--- src/rtl/instr_sequencer.sv ---
// Fetch/load/execute sequencer for the 4-bit lab processor: owns PC, IR and the
// retired-instruction counter, and steps a 1-cycle-latency instruction ROM.
module instr_sequencer #(
  parameter int PC_W  = 4,
  parameter int IR_W  = 8,
  parameter int CNT_W = 8
) (
  input  logic             clk,
  input  logic             rst,
  input  logic             run,
  input  logic             step,
  input  logic [IR_W-1:0]  rom_data,
  input  logic             clk_dis,
  input  logic             jump_en,
  output logic [PC_W-1:0]  rom_addr,
  output logic [3:0]       opcode,
  output logic [IR_W-1:0]  ir,
  output logic             exec_en,
  output logic             busy,
  output logic             halted,
  output logic [CNT_W-1:0] instr_cnt
);

  typedef enum logic [2:0] {
    IDLE  = 3'd0,
    FETCH = 3'd1,
    LOAD  = 3'd2,
    EXEC  = 3'd3,
    HALT  = 3'd4
  } state_t;

  state_t           state_q, state_d;
  logic [PC_W-1:0]  pc_q, pc_d;
  logic [IR_W-1:0]  ir_q, ir_d;
  logic [CNT_W-1:0] cnt_q, cnt_d;
  logic             step_q, step_d;

  function automatic logic [CNT_W-1:0] sat_inc(input logic [CNT_W-1:0] v);
    if (&v) return v;
    return v + CNT_W'(1);
  endfunction

  always_ff @(posedge clk or posedge rst) begin
    if (rst) begin
      state_q <= IDLE;
      pc_q    <= '0;
      ir_q    <= '0;
      cnt_q   <= '0;
      step_q  <= 1'b0;
    end else begin
      state_q <= state_d;
      pc_q    <= pc_d;
      ir_q    <= ir_d;
      cnt_q   <= cnt_d;
      step_q  <= step_d;
    end
  end

  always_comb begin
    state_d = state_q;
    pc_d    = pc_q;
    ir_d    = ir_q;
    cnt_d   = cnt_q;
    step_d  = step_q;
    case (state_q)
      IDLE: begin
        // run wins over step, so a simultaneous step never limits a run to one instruction
        if (run) begin
          state_d = FETCH;
          step_d  = 1'b0;
        end else if (step) begin
          state_d = FETCH;
          step_d  = 1'b1;
        end
      end
      FETCH: state_d = LOAD;
      LOAD: begin
        ir_d    = rom_data;
        state_d = EXEC;
      end
      EXEC: begin
        cnt_d = sat_inc(cnt_q);
        if (clk_dis) begin
          state_d = HALT;
        end else begin
          if (jump_en) pc_d = ir_q[PC_W-1:0];
          else         pc_d = pc_q + PC_W'(1);
          if (run && !step_q) begin
            state_d = FETCH;
          end else begin
            state_d = IDLE;
            step_d  = 1'b0;
          end
        end
      end
      HALT:    state_d = HALT;
      default: state_d = IDLE;
    endcase
  end

  assign rom_addr  = pc_q;
  assign ir        = ir_q;
  assign opcode    = ir_q[IR_W-1:IR_W-4];
  assign instr_cnt = cnt_q;
  assign exec_en   = (state_q == EXEC);
  assign busy      = (state_q == FETCH) || (state_q == LOAD) || (state_q == EXEC);
  assign halted    = (state_q == HALT);

endmodule
--- config.mk ---
export PLATFORM = sky130hd
export DESIGN_NAME = instr_sequencer
export DESIGN_NICKNAME = d
export VERILOG_FILES = /design/src/rtl/instr_sequencer.sv
export SDC_FILE = /design/constraint.sdc
export NUM_CORES = 1
export LEC_CHECK = 0
export CORE_MARGIN = 4
export CORE_UTILIZATION = 29
export CTS_CLUSTER_SIZE = 40
export DETAILED_ROUTE_END_ITERATION = 10
export PLACE_DENSITY = 0.56
export REMOVE_ABC_BUFFERS = 1
export SLEW_MARGIN = 20
export SYNTH_ARGS = -nofsm -noshare
export SYNTH_HDL_FRONTEND = slang
export SYNTH_SLANG_ARGS = --single-unit
--- constraint.sdc ---
create_clock -name clk -period 2.9 [get_ports clk]
set_input_delay 0.435 -clock clk [delete_from_list [all_inputs] [get_ports clk]]
set_output_delay 0.435 -clock clk [all_outputs]
set_load 0.01 [all_outputs]
==> results of run 1 <==
sequential cells by signal (all words and copies together), names as in the netlist:
| register | count |
|---|---|
| instr_cnt | 8 |
| ir | 8 |
| rom_addr | 4 |
| state_q | 3 |
| step_q | 1 |
per-layer routing:
layer / global-route usage (%) / routed length [µm] / vias up
met5: 0 / 0 / -
met3: 2.91 / 149 / 4
li1: - / - / 463
met4: 3.69 / 36 / 0
met1: 13.2 / 1210 / 451
met2: 16.6 / 1240 / 25
power by group through the flow:
stage / registers (mW) / logic, mW / clock network (mW)
2_1_floorplan: 0.695 / 0.345 / 0
3_3_place_gp: 0.651 / 0.821 / 0
3_5_place_dp: 0.660 / 0.824 / 0
4_1_cts: 0.656 / 0.831 / 0.302
5_1_grt: 0.684 / 0.885 / 0.311
6_report: 0.656 / 0.814 / 0.297
cell usage after synthesis:
cell type / count
sky130_fd_sc_hd__a211oi_1: 2
sky130_fd_sc_hd__a21o_1: 1
sky130_fd_sc_hd__a21oi_1: 4
sky130_fd_sc_hd__a22oi_1: 2
sky130_fd_sc_hd__a41oi_1: 1
sky130_fd_sc_hd__and2_1: 1
sky130_fd_sc_hd__and4_1: 2
sky130_fd_sc_hd__and4bb_2: 1
sky130_fd_sc_hd__buf_2: 1
sky130_fd_sc_hd__buf_4: 5
sky130_fd_sc_hd__buf_6: 1
sky130_fd_sc_hd__clkbuf_1: 1
sky130_fd_sc_hd__dfrtp_1: 24
sky130_fd_sc_hd__ha_1: 2
sky130_fd_sc_hd__inv_1: 2
sky130_fd_sc_hd__mux2_2: 12
sky130_fd_sc_hd__mux2i_1: 1
sky130_fd_sc_hd__nand2_1: 5
sky130_fd_sc_hd__nand2b_1: 3
sky130_fd_sc_hd__nand3_1: 7
sky130_fd_sc_hd__nand3b_1: 1
sky130_fd_sc_hd__nand4_1: 3
sky130_fd_sc_hd__nand4bb_1: 1
sky130_fd_sc_hd__nor2_1: 9
sky130_fd_sc_hd__nor2_2: 1
sky130_fd_sc_hd__nor2b_1: 1
sky130_fd_sc_hd__nor3_1: 3
sky130_fd_sc_hd__nor3b_1: 1
sky130_fd_sc_hd__nor4b_1: 1
sky130_fd_sc_hd__o21a_1: 1
sky130_fd_sc_hd__o21ai_0: 3
sky130_fd_sc_hd__o21ai_1: 1
sky130_fd_sc_hd__or3_1: 1
sky130_fd_sc_hd__or3b_2: 1
sky130_fd_sc_hd__or4_1: 1
sky130_fd_sc_hd__xnor2_1: 2
sky130_fd_sc_hd__xor2_1: 1
metrics by stage:
| stage | hold slack, ns | area [µm²] | utilization [%] | power, mW |
|---|---|---|---|---|
| floorplan | 0.450 | 1140 | - | 1.04 |
| global placement | 0.518 | 1610 | 40.2 | 1.47 |
| CTS | 0.552 | 1680 | 42.0 | 1.79 |
| global route | 0.568 | 1680 | 42.0 | 1.88 |
| detailed placement | 0.523 | 1610 | 40.2 | 1.48 |
| finish | 0.541 | 1680 | 42.0 | 1.77 |
cell families (layout without fill, tap and decap cells):
logic type / count (synthesis) / after routing / share of synthesized area (%)
AND/OR/NAND/NOR: 43 / 43 / 20.5
flip-flops: 24 / 24 / 49.9
AO/OA/AOI/OAI: 15 / 15 / 7.80
multiplexers: 13 / 13 / 12.1
buffers and inverters: 10 / 46 / 5.41
XOR/XNOR: 3 / 3 / 2.19
adder cells (fa/ha/maj): 2 / 2 / 2.08
final timing paths:
kind                                          startpoint                       end  slack, ns  cells past startpoint
max in group asynchronous                            rst    state_q[1]$_DFFE_PP0P_       1.94                      2
min in group clk                       ir[6]$_DFFE_PP0P_         ir[6]$_DFFE_PP0P_       0.55                      1
worst min register to register         ir[6]$_DFFE_PP0P_         ir[6]$_DFFE_PP0P_       0.55                      1
worst min-delay path                                 rst         ir[6]$_DFFE_PP0P_       0.54                      2
worst max register to register  instr_cnt[0]$_DFFE_PP0P_  instr_cnt[6]$_DFFE_PP0P_       1.31                      4
worst max-delay path              state_q[0]$_DFFE_PP0P_                   exec_en       0.69                      3
area by class of cell:
| type | instances | area (µm²) |
|---|---|---|
| clock buffers | 3 | 41.3 |
| fillers | 370 | 2320 |
| flip-flops and latches | 24 | 601 |
| well taps | 50 | 62.6 |
| clock inverters | 1 | 30.0 |
| repair buffers | 40 | 400 |
| multi-input cells | 76 | 537 |
| inverters | 2 | 7.51 |
==> impl_metrics.sql, run 1 <==
INSERT INTO impl_metrics (metric_group, metric, value, unit) VALUES
('power', 'static-leakage-power', '0.675', 'nW'),
('floorplan', 'die_boundary_width', '72.4', 'µm'),
('sta', 'setup_slack', '0.693', 'ns'),
('worst_setup_path', 'crit_fanout', '10', ''),
('sta', 'finalCriticalPeriod', '2.21', 'ns'),
('worst_setup_path', 'crit_arrival', '1.77', 'ns'),
('final_layout', 'layout.nets', '163', ''),
('clock_network', 'post_cts_resize_count', '0', ''),
('routing', 'detailedRoute.firstPassIterationCount', '4', ''),
('yosys', 'synth.yosys.seq_area_share', '49.9', '%'),
('routing', 'vias_per_cell', '4.81', ''),
('power', 'share_comb_of_total_power', '46.1', '%'),
('sta', 'report.final.slew_viol_count', '0', ''),
('clock_network', 'clock_tree.htree_level_count', '1', ''),
('final_layout', 'fin_cells', '196', ''),
('place', 'place.detailed.hpwl', '1940', 'µm'),
('floorplan', 'dieArea', '5240', 'µm²'),
('power', 'p_switching', '614', 'µW'),
('sta', 'grt_setup_unrepaired', 'no', ''),
('routing', 'route.final.wire_length', '2630', 'µm'),
('floorplan', 'core_area', '4000', 'µm²'),
('final_layout', 'antenna_cells', '0', ''),
('status', 'status', 'completed', ''),
('final_layout', 'drive_above_1_share', '13.0', '%'),
('sta', 'timing.final.hold_violations', '0', ''),
('yosys', 'synth_warnings', '0', ''),
('yosys', 'postSynthCellCount', '110', ''),
('yosys', 'netlist_area', '1200', 'µm²'),
('yosys', 'synth_largest_area_cell', 'sky130_fd_sc_hd__dfrtp_1', ''),
('sta', 'fin_worst_skew', '0.00810', 'ns'),
('yosys', 'netlist.area_leader.share', '49.9', '%'),
('grt', 'grt_overflow', '0', ''),
('power', 'switching_share', '34.8', '%'),
('place', 'pre_cts_slack', '0.890', 'ns'),
('place', 'gpl.final_weighted_congestion', '0.784', ''),
('clock_network', 'cts_root_buffer', 'sky130_fd_sc_hd__clkbuf_8', ''),
('worst_setup_path', 'crit_chain', 'nand3b_1 > inv_1 > clkdlybuf4s50_1', ''),
('clock_network', 'clk_pin_slew_worst_paths', '0.09', 'ns'),
('floorplan', 'pin_count', '41', ''),
('grt', 'pin_count_of_the_biggest_net_entering_global_routing', '25', ''),
('worst_setup_path', 'critPathSlowestCell', 'sky130_fd_sc_hd__clkdlybuf4s50_1', ''),
('grt', 'number_of_global_route_vias_before_repair', '920', ''),
('grt', 'groute.usage.overall', '10.3', '%'),
('sta', 'min_period_over_period', '76.1', '%'),
('routing', 'ant_nets', '0', ''),
('grt', 'grt_antenna_before_repair', '0', ''),
('clock_network', 'cts_num_sinks', '24', ''),
('power', 'pwr_density_cell', '1050', 'nW/µm²'),
('grt', 'grt_first_pass_wirelength', '4280', 'µm'),
('power', 'power.share.sequential', '37.1', '%'),
('sta', 'fmax', '453', 'MHz'),
('sta', 'sum_of_negative_setup_slack', '0', 'ns'),
('yosys', 'ys_top_cells_by_area', 'sky130_fd_sc_hd__dfrtp_1, sky130_fd_sc_hd__mux2_2, sky130_fd_sc_hd__buf_4', ''),
('flow_run', 'max_cap_viol_count', '0', ''),
('floorplan', 'floorplan.die.height', '72.4', 'µm'),
('routing', 'drc', '0', ''),
('final_layout', 'mostFrequentLayoutCell', 'sky130_fd_sc_hd__clkdlybuf4s50_1', ''),
('clock_network', 'numCtsBuffers', '3', ''),
('clock_network', 'post_cts.repair.setup_buffers', '0', ''),
('min_path', 'holdCritPathClass', 'in2async', ''),
('place', 'placed_cells_incl_taps', '192', ''),
('worst_setup_path', 'crit_path_end_kind', 'primary output', ''),
('final_layout', 'most-common-layout-cells', 'sky130_fd_sc_hd__clkdlybuf4s50_1, sky130_fd_sc_hd__dfrtp_1, sky130_fd_sc_hd__mux2_2, sky130_fd_sc_hd__nor2_1, sky130_fd_sc_hd__nand3_1', ''),
('sta', 'worstMarginPinSlew', '0.887', 'ns'),
('yosys', 'post_synth.cell_area_avg', '10.9', 'µm²'),
('sta', 'setup_violations', '0', ''),
('floorplan', 'floorplan.initialDensity', '30.1', '%'),
('worst_setup_path', 'crit_path_start_kind', 'register', ''),
('final_layout', 'area.growth.synth_to_final', '39.6', '%'),
('clock_network', 'clkLatencyLatePin', '0.27', 'ns'),
('power', 'vdd_ir_drop_max', '0.537', 'mV');
Note: power is estimated with default switching activity, not from simulation.
==> inputs of run 2 (changes only) <==
- clock period: 2.9 -> 2.2 ns (I/O delays scaled with it)
==> impl_metrics.sql, run 2 (same netlist as run 1, synthesis figures left out) <==
INSERT INTO impl_metrics (metric_group, metric, value, unit) VALUES
('sta', 'min_period_over_period', '93.5', '%'),
('final_layout', 'mostFrequentLayoutCell', 'sky130_fd_sc_hd__clkdlybuf4s50_1', ''),
('worst_setup_path', 'crit_path_start_kind', 'register', ''),
('worst_setup_path', 'crit-reg2reg-launch', 'instr_cnt[0]$_DFFE_PP0P_', ''),
('routing', 'first_iter_violations', '35', ''),
('worst_setup_path', 'timing.reg2reg.worst_path_depth', '4', ''),
('sta', 'sum_of_negative_setup_slack', '0', 'ns'),
('floorplan', 'floorplan.die.height', '72.4', 'µm'),
('power', 'p_total', '2.23', 'mW'),
('final_layout', 'antenna_cells', '0', ''),
('grt', 'groute.usage.overall', '10.2', '%'),
('sta', 'fmax', '486', 'MHz'),
('power', 'static-leakage-power', '0.680', 'nW'),
('routing', 'detailed_route_via_count', '950', ''),
('worst_setup_path', 'critical_path_required', '1.87', 'ns'),
('worst_setup_path', 'crit_path_end_kind', 'primary output', ''),
('final_layout', 'fillers', '373', ''),
('routing', 'drc', '0', ''),
('clock_network', 'clk_pin_slew_worst_paths', '0.08', 'ns'),
('worst_setup_path', 'crit_arrival', '1.73', 'ns'),
('clock_network', 'max-clock-path-buffers', '2', ''),
('place', 'io_buffers', '40', ''),
('sta', 'worstMarginPinSlew', '0.419', 'ns'),
('sta', 'report.final.slew_viol_count', '0', ''),
('clock_network', 'numCtsBuffers', '3', ''),
('final_layout', 'layout.nets', '165', ''),
('routing', 'detailedRoute.firstPassIterationCount', '4', ''),
('routing', 'route.final.wire_length', '2570', 'µm'),
('final_layout', 'drive_above_1_share', '14.9', '%'),
('clock_network', 'cts_tree', 'yes', ''),
('clock_network', 'post_cts.repair.setup_buffers', '0', ''),
('status', 'status', 'completed', ''),
('place', 'gpl.final_weighted_congestion', '0.771', ''),
('clock_network', 'post_cts_resize_count', '0', ''),
('clock_network', 'clkLatencyLatePin', '0.26', 'ns'),
('worst_setup_path', 'r2r_end', 'instr_cnt[5]$_DFFE_PP0P_', ''),
('floorplan', 'floorplan.initialDensity', '30.1', '%'),
('place', 'place.detailed.hpwl', '1930', 'µm'),
('final_layout', 'area.growth.synth_to_final', '39.6', '%'),
('power', 'vdd_ir_drop_max', '0.662', 'mV'),
('routing', 'ant_nets', '0', ''),
('power', 'pwr_density_cell', '1330', 'nW/µm²'),
('routing', 'wl_per_cell', '13.0', 'µm'),
('clock_network', 'cts.hold.buffers_added', '0', ''),
('sta', 'grt_setup_unrepaired', 'no', ''),
('grt', 'number_of_global_route_vias_before_repair', '939', ''),
('worst_setup_path', 'crit_fanout', '9', ''),
('final_layout', 'most-common-layout-cells', 'sky130_fd_sc_hd__clkdlybuf4s50_1, sky130_fd_sc_hd__dfrtp_1, sky130_fd_sc_hd__mux2_2, sky130_fd_sc_hd__nor2_1, sky130_fd_sc_hd__nand3_1', ''),
('grt', 'grt_overflow', '0', ''),
('floorplan', 'pin_count', '41', ''),
('floorplan', 'std_cell_rows', '23', ''),
('sta', 'timing.final.hold_violations', '0', ''),
('clock_network', 'cts_root_buffer', 'sky130_fd_sc_hd__clkbuf_8', ''),
('grt', 'pin_count_of_the_biggest_net_entering_global_routing', '25', ''),
('grt', 'grt_first_pass_wirelength', '4280', 'µm'),
('sta', 'relSlewSlack', '72.1', '%'),
('min_path', 'holdCritPathClass', 'in2async', ''),
('grt', 'grt_antenna_before_repair', '0', ''),
('clock_network', 'cts_num_sinks', '24', ''),
('clock_network', 'clock_tree.htree_level_count', '1', ''),
('floorplan', 'dieArea', '5240', 'µm²'),
('sta', 'setup_violations', '0', ''),
('worst_setup_path', 'crit_type', 'reg2out', ''),
('sta', 'finalCriticalPeriod', '2.06', 'ns'),
('flow_run', 'max_cap_viol_count', '0', ''),
('floorplan', 'die_boundary_width', '72.4', 'µm'),
('floorplan', 'core_area', '4000', 'µm²'),
('sta', 'fin_worst_skew', '0.00535', 'ns'),
('routing', 'vias_per_cell', '4.80', ''),
('worst_setup_path', 'ff2ff_setup_slack', '0.63', 'ns');
## run 2: power breakdown
group,internal (mW),switching [mW]
Combinational,0.650,0.428
Clock,0.159,0.131
Sequential,0.635,0.228
Total,1.44,0.787
## run 2: worst max-delay path, cell delays in order (launching register included)
cell,delay [ns]
sky130_fd_sc_hd__dfrtp_1,0.46
sky130_fd_sc_hd__nand3b_1,0.27
sky130_fd_sc_hd__inv_1,0.18
sky130_fd_sc_hd__clkdlybuf4s50_1,0.56
## run 2: area by class of cell
| cell class | instances | area [µm²] | share of cell area [%] |
|---|---|---|---|
| repair buffers | 42 | 415 | 24.7 |
| flip-flops and latches | 24 | 602 | 35.8 |
| clock buffers | 4 | 55.1 | 3.28 |
| multi-input cells | 76 | 537 | 32.0 |
| well taps | 50 | 62.6 | 3.73 |
| inverters | 2 | 7.51 | 0.447 |
## run 2: worst max path at each step
stage	endpoint	startpoint	slack, ns
floorplan	instr_cnt[5]$_DFFE_PP0P_	instr_cnt[0]$_DFFE_PP0P_	0.74
CTS	exec_en	state_q[0]$_DFFE_PP0P_	0.09
finish	exec_en	state_q[2]$_DFFE_PP0P_	0.14
global route	exec_en	state_q[2]$_DFFE_PP0P_	0.03
global placement	rom_addr[3]$_DFFE_PP0P_	clk_dis	0.42
detailed placement	exec_en	state_q[0]$_DFFE_PP0P_	0.39
## run 2: layer usage
metal  part of all wire, %  GRT usage [%]
met1                    46           14.2
met5                     0              0
met3                   5.1           2.91
met4                  0.62           2.46
met2                    48           15.8
## run 2: per-stage QoR
stage	hold WS (ns)	instances	instance area [µm²]	utilization (%)	worst slack, ns
finish	0.415	198	1680	42.0	0.142
global route	0.451	198	1680	42.0	0.0268
CTS	0.427	198	1680	41.9	0.0860
detailed placement	0.527	194	1620	40.6	0.392
global placement	0.518	194	1620	40.6	0.420
floorplan	0.345	102	1140	-	0.737
==> inputs of run 3 (changes only) <==
- CELL_PAD_IN_SITES_DETAIL_PLACEMENT: unset -> 1
- CELL_PAD_IN_SITES_GLOBAL_PLACEMENT: unset -> 1
- CORE_UTILIZATION: 29 -> 34
- PLACE_DENSITY: 0.56 -> 0.8
==> impl_metrics.sql, run 3 (same netlist as run 1, synthesis figures left out) <==
INSERT INTO impl_metrics (metric_group, metric, value, unit) VALUES
('status', 'status', 'completed', ''),
('sta', 'min_period_over_period', '97.1', '%'),
('routing', 'vias_per_cell', '5.05', ''),
('routing', 'ant_nets', '0', ''),
('worst_setup_path', 'crit_path_end_kind', 'primary output', ''),
('power', 'pwr_density_cell', '1380', 'nW/µm²'),
('sta', 'relSlewSlack', '70.5', '%'),
('worst_setup_path', 'critical_path_required', '1.87', 'ns'),
('routing', 'drc', '0', ''),
('worst_setup_path', 'crit_chain', 'nor2_1 > and2_1 > clkdlybuf4s50_1', ''),
('final_layout', 'mostFrequentLayoutCell', 'sky130_fd_sc_hd__clkdlybuf4s50_1', ''),
('final_layout', 'drive_above_1_share', '16.8', '%'),
('floorplan', 'core_area', '3360', 'µm²'),
('floorplan', 'dieArea', '4550', 'µm²'),
('grt', 'pin_count_of_the_biggest_net_entering_global_routing', '25', ''),
('worst_setup_path', 'timing.critical_path.slowest_cell_delay', '0.55', 'ns'),
('sta', 'fmax', '468', 'MHz'),
('place', 'gpl.final_weighted_congestion', '0.788', ''),
('grt', 'number_of_global_route_vias_before_repair', '1070', ''),
('clock_network', 'numCtsBuffers', '3', ''),
('floorplan', 'pin_count', '41', ''),
('floorplan', 'die_boundary_width', '67.5', 'µm'),
('sta', 'fin_worst_skew', '0.0136', 'ns'),
('clock_network', 'clk_pin_slew_worst_paths', '0.14', 'ns'),
('routing', 'first_iter_violations', '30', ''),
('clock_network', 'clkLatencyLatePin', '0.32', 'ns'),
('min_path', 'holdCritPathClass', 'in2async', ''),
('clock_network', 'cts_num_sinks', '24', ''),
('floorplan', 'floorplan.initialDensity', '35.8', '%'),
('grt', 'grt_first_pass_wirelength', '5060', 'µm'),
('sta', 'report.final.slew_viol_count', '0', ''),
('place', 'io_buffers', '40', ''),
('clock_network', 'clock_tree.htree_level_count', '1', ''),
('sta', 'setup_slack', '0.0643', 'ns'),
('power', 'static-leakage-power', '0.680', 'nW'),
('clock_network', 'cts_root_buffer', 'sky130_fd_sc_hd__clkbuf_4', ''),
('final_layout', 'antenna_cells', '0', ''),
('sta', 'timing.final.hold_violations', '0', ''),
('worst_setup_path', 'critPathSlowestCell', 'sky130_fd_sc_hd__clkdlybuf4s50_1', ''),
('worst_setup_path', 'crit_fanout', '8', ''),
('floorplan', 'floorplan.die.height', '67.5', 'µm'),
('grt', 'grt_overflow', '0', ''),
('clock_network', 'cts_tree', 'yes', ''),
('sta', 'finalCriticalPeriod', '2.14', 'ns'),
('power', 'p_total', '2.32', 'mW'),
('final_layout', 'layout.nets', '166', ''),
('worst_setup_path', 'crit_path_start_kind', 'register', ''),
('grt', 'grt_antenna_before_repair', '0', ''),
('floorplan', 'std_cell_rows', '21', ''),
('grt', 'groute.usage.overall', '14.6', '%'),
('sta', 'worstMarginPinSlew', '0.442', 'ns'),
('clock_network', 'max-clock-path-buffers', '2', ''),
('final_layout', 'most-common-layout-cells', 'sky130_fd_sc_hd__clkdlybuf4s50_1, sky130_fd_sc_hd__dfrtp_1, sky130_fd_sc_hd__mux2_2, sky130_fd_sc_hd__nor2_1, sky130_fd_sc_hd__nand3_1', ''),
('routing', 'detailedRoute.firstPassIterationCount', '4', ''),
('place', 'pre_cts_slack', '0.360', 'ns'),
('power', 'vdd_ir_drop_max', '0.562', 'mV'),
('routing', 'detailed_route_via_count', '984', ''),
('worst_setup_path', 'crit_arrival', '1.81', 'ns'),
('worst_setup_path', 'crit_family', 'buffers and inverters', ''),
('sta', 'setup_violations', '0', ''),
('place', 'place.detailed.hpwl', '2310', 'µm'),
('worst_setup_path', 'cp_num_buf_inv', '1', ''),
('routing', 'route.final.wire_length', '3100', 'µm'),
('worst_setup_path', 'crit_type', 'reg2out', ''),
('final_layout', 'area.growth.synth_to_final', '39.8', '%'),
('routing', 'wl_per_cell', '15.9', 'µm'),
('flow_run', 'max_cap_viol_count', '0', '');
==> run 3: what timing repair did <==
action,4_1_cts,5_1_grt
hold buffers,0,0
gates cloned,0,0
setup buffers,0,1
resized for setup,1,2
endpoints found under the setup margin,1,1
==> run 3: worst paths after layout <==
kind                                             start                        to  slack (ns)  cells after the start
worst max-delay path            state_q[1]$_DFFE_PP0P_                    halted        0.06                      3
min in group clk                     ir[3]$_DFFE_PP0P_         ir[3]$_DFFE_PP0P_        0.55                      1
worst max register to register  state_q[2]$_DFFE_PP0P_  instr_cnt[7]$_DFFE_PP0P_        0.55                      4
max in group asynchronous                          rst    state_q[0]$_DFFE_PP0P_        1.59                      3
worst min-delay path                               rst  instr_cnt[6]$_DFFE_PP0P_        0.34                      3
worst min register to register       ir[3]$_DFFE_PP0P_         ir[3]$_DFFE_PP0P_        0.55                      1
==> run 3: power by group <==
part / switching [mW] / internal [mW]
clock network: 0.138 / 0.184
registers: 0.235 / 0.635
logic: 0.466 / 0.662
==> run 3: layout make-up <==
| cell class | count | area (µm²) |
|---|---|---|
| Tap cell | 46 | 57.6 |
| Sequential cell | 24 | 603 |
| Fill cell | 388 | 1680 |
| Inverter | 2 | 7.51 |
| Clock buffer | 3 | 22.5 |
| Timing Repair Buffer | 43 | 423 |
| Clock inverter | 1 | 30.0 |
| Multi-Input combinational cell | 76 | 537 |
==> run 3: tightest hold or removal path, cell delays in order <==
cell and delay [ns]:
sky130_fd_sc_hd__clkdlybuf4s50_1 0.40, sky130_fd_sc_hd__inv_1 0.05, sky130_fd_sc_hd__buf_4 0.30
==> run 3: routing by layer <==
layer	global-route usage, %	vias up	wire length, µm
li1	-	471	-
met1	18.1	490	1350
met2	26.0	21	1630
met3	2.50	2	100
met4	3.80	0	12
met5	0	-	0
==> run 3: metrics by stage <==
step | hold slack (ns) | util, % | area (µm²) | std cells | TNS (ns)
6_report | 0.335 | 50.0 | 1680 | 195 | 0
5_1_grt | 0.362 | 50.0 | 1680 | 195 | -0.00767
4_1_cts | 0.352 | 49.7 | 1670 | 194 | 0
3_5_place_dp | 0.528 | 48.1 | 1620 | 190 | 0
3_3_place_gp | 0.515 | 48.1 | 1620 | 190 | 0
2_1_floorplan | 0.345 | - | 1140 | 102 | 0
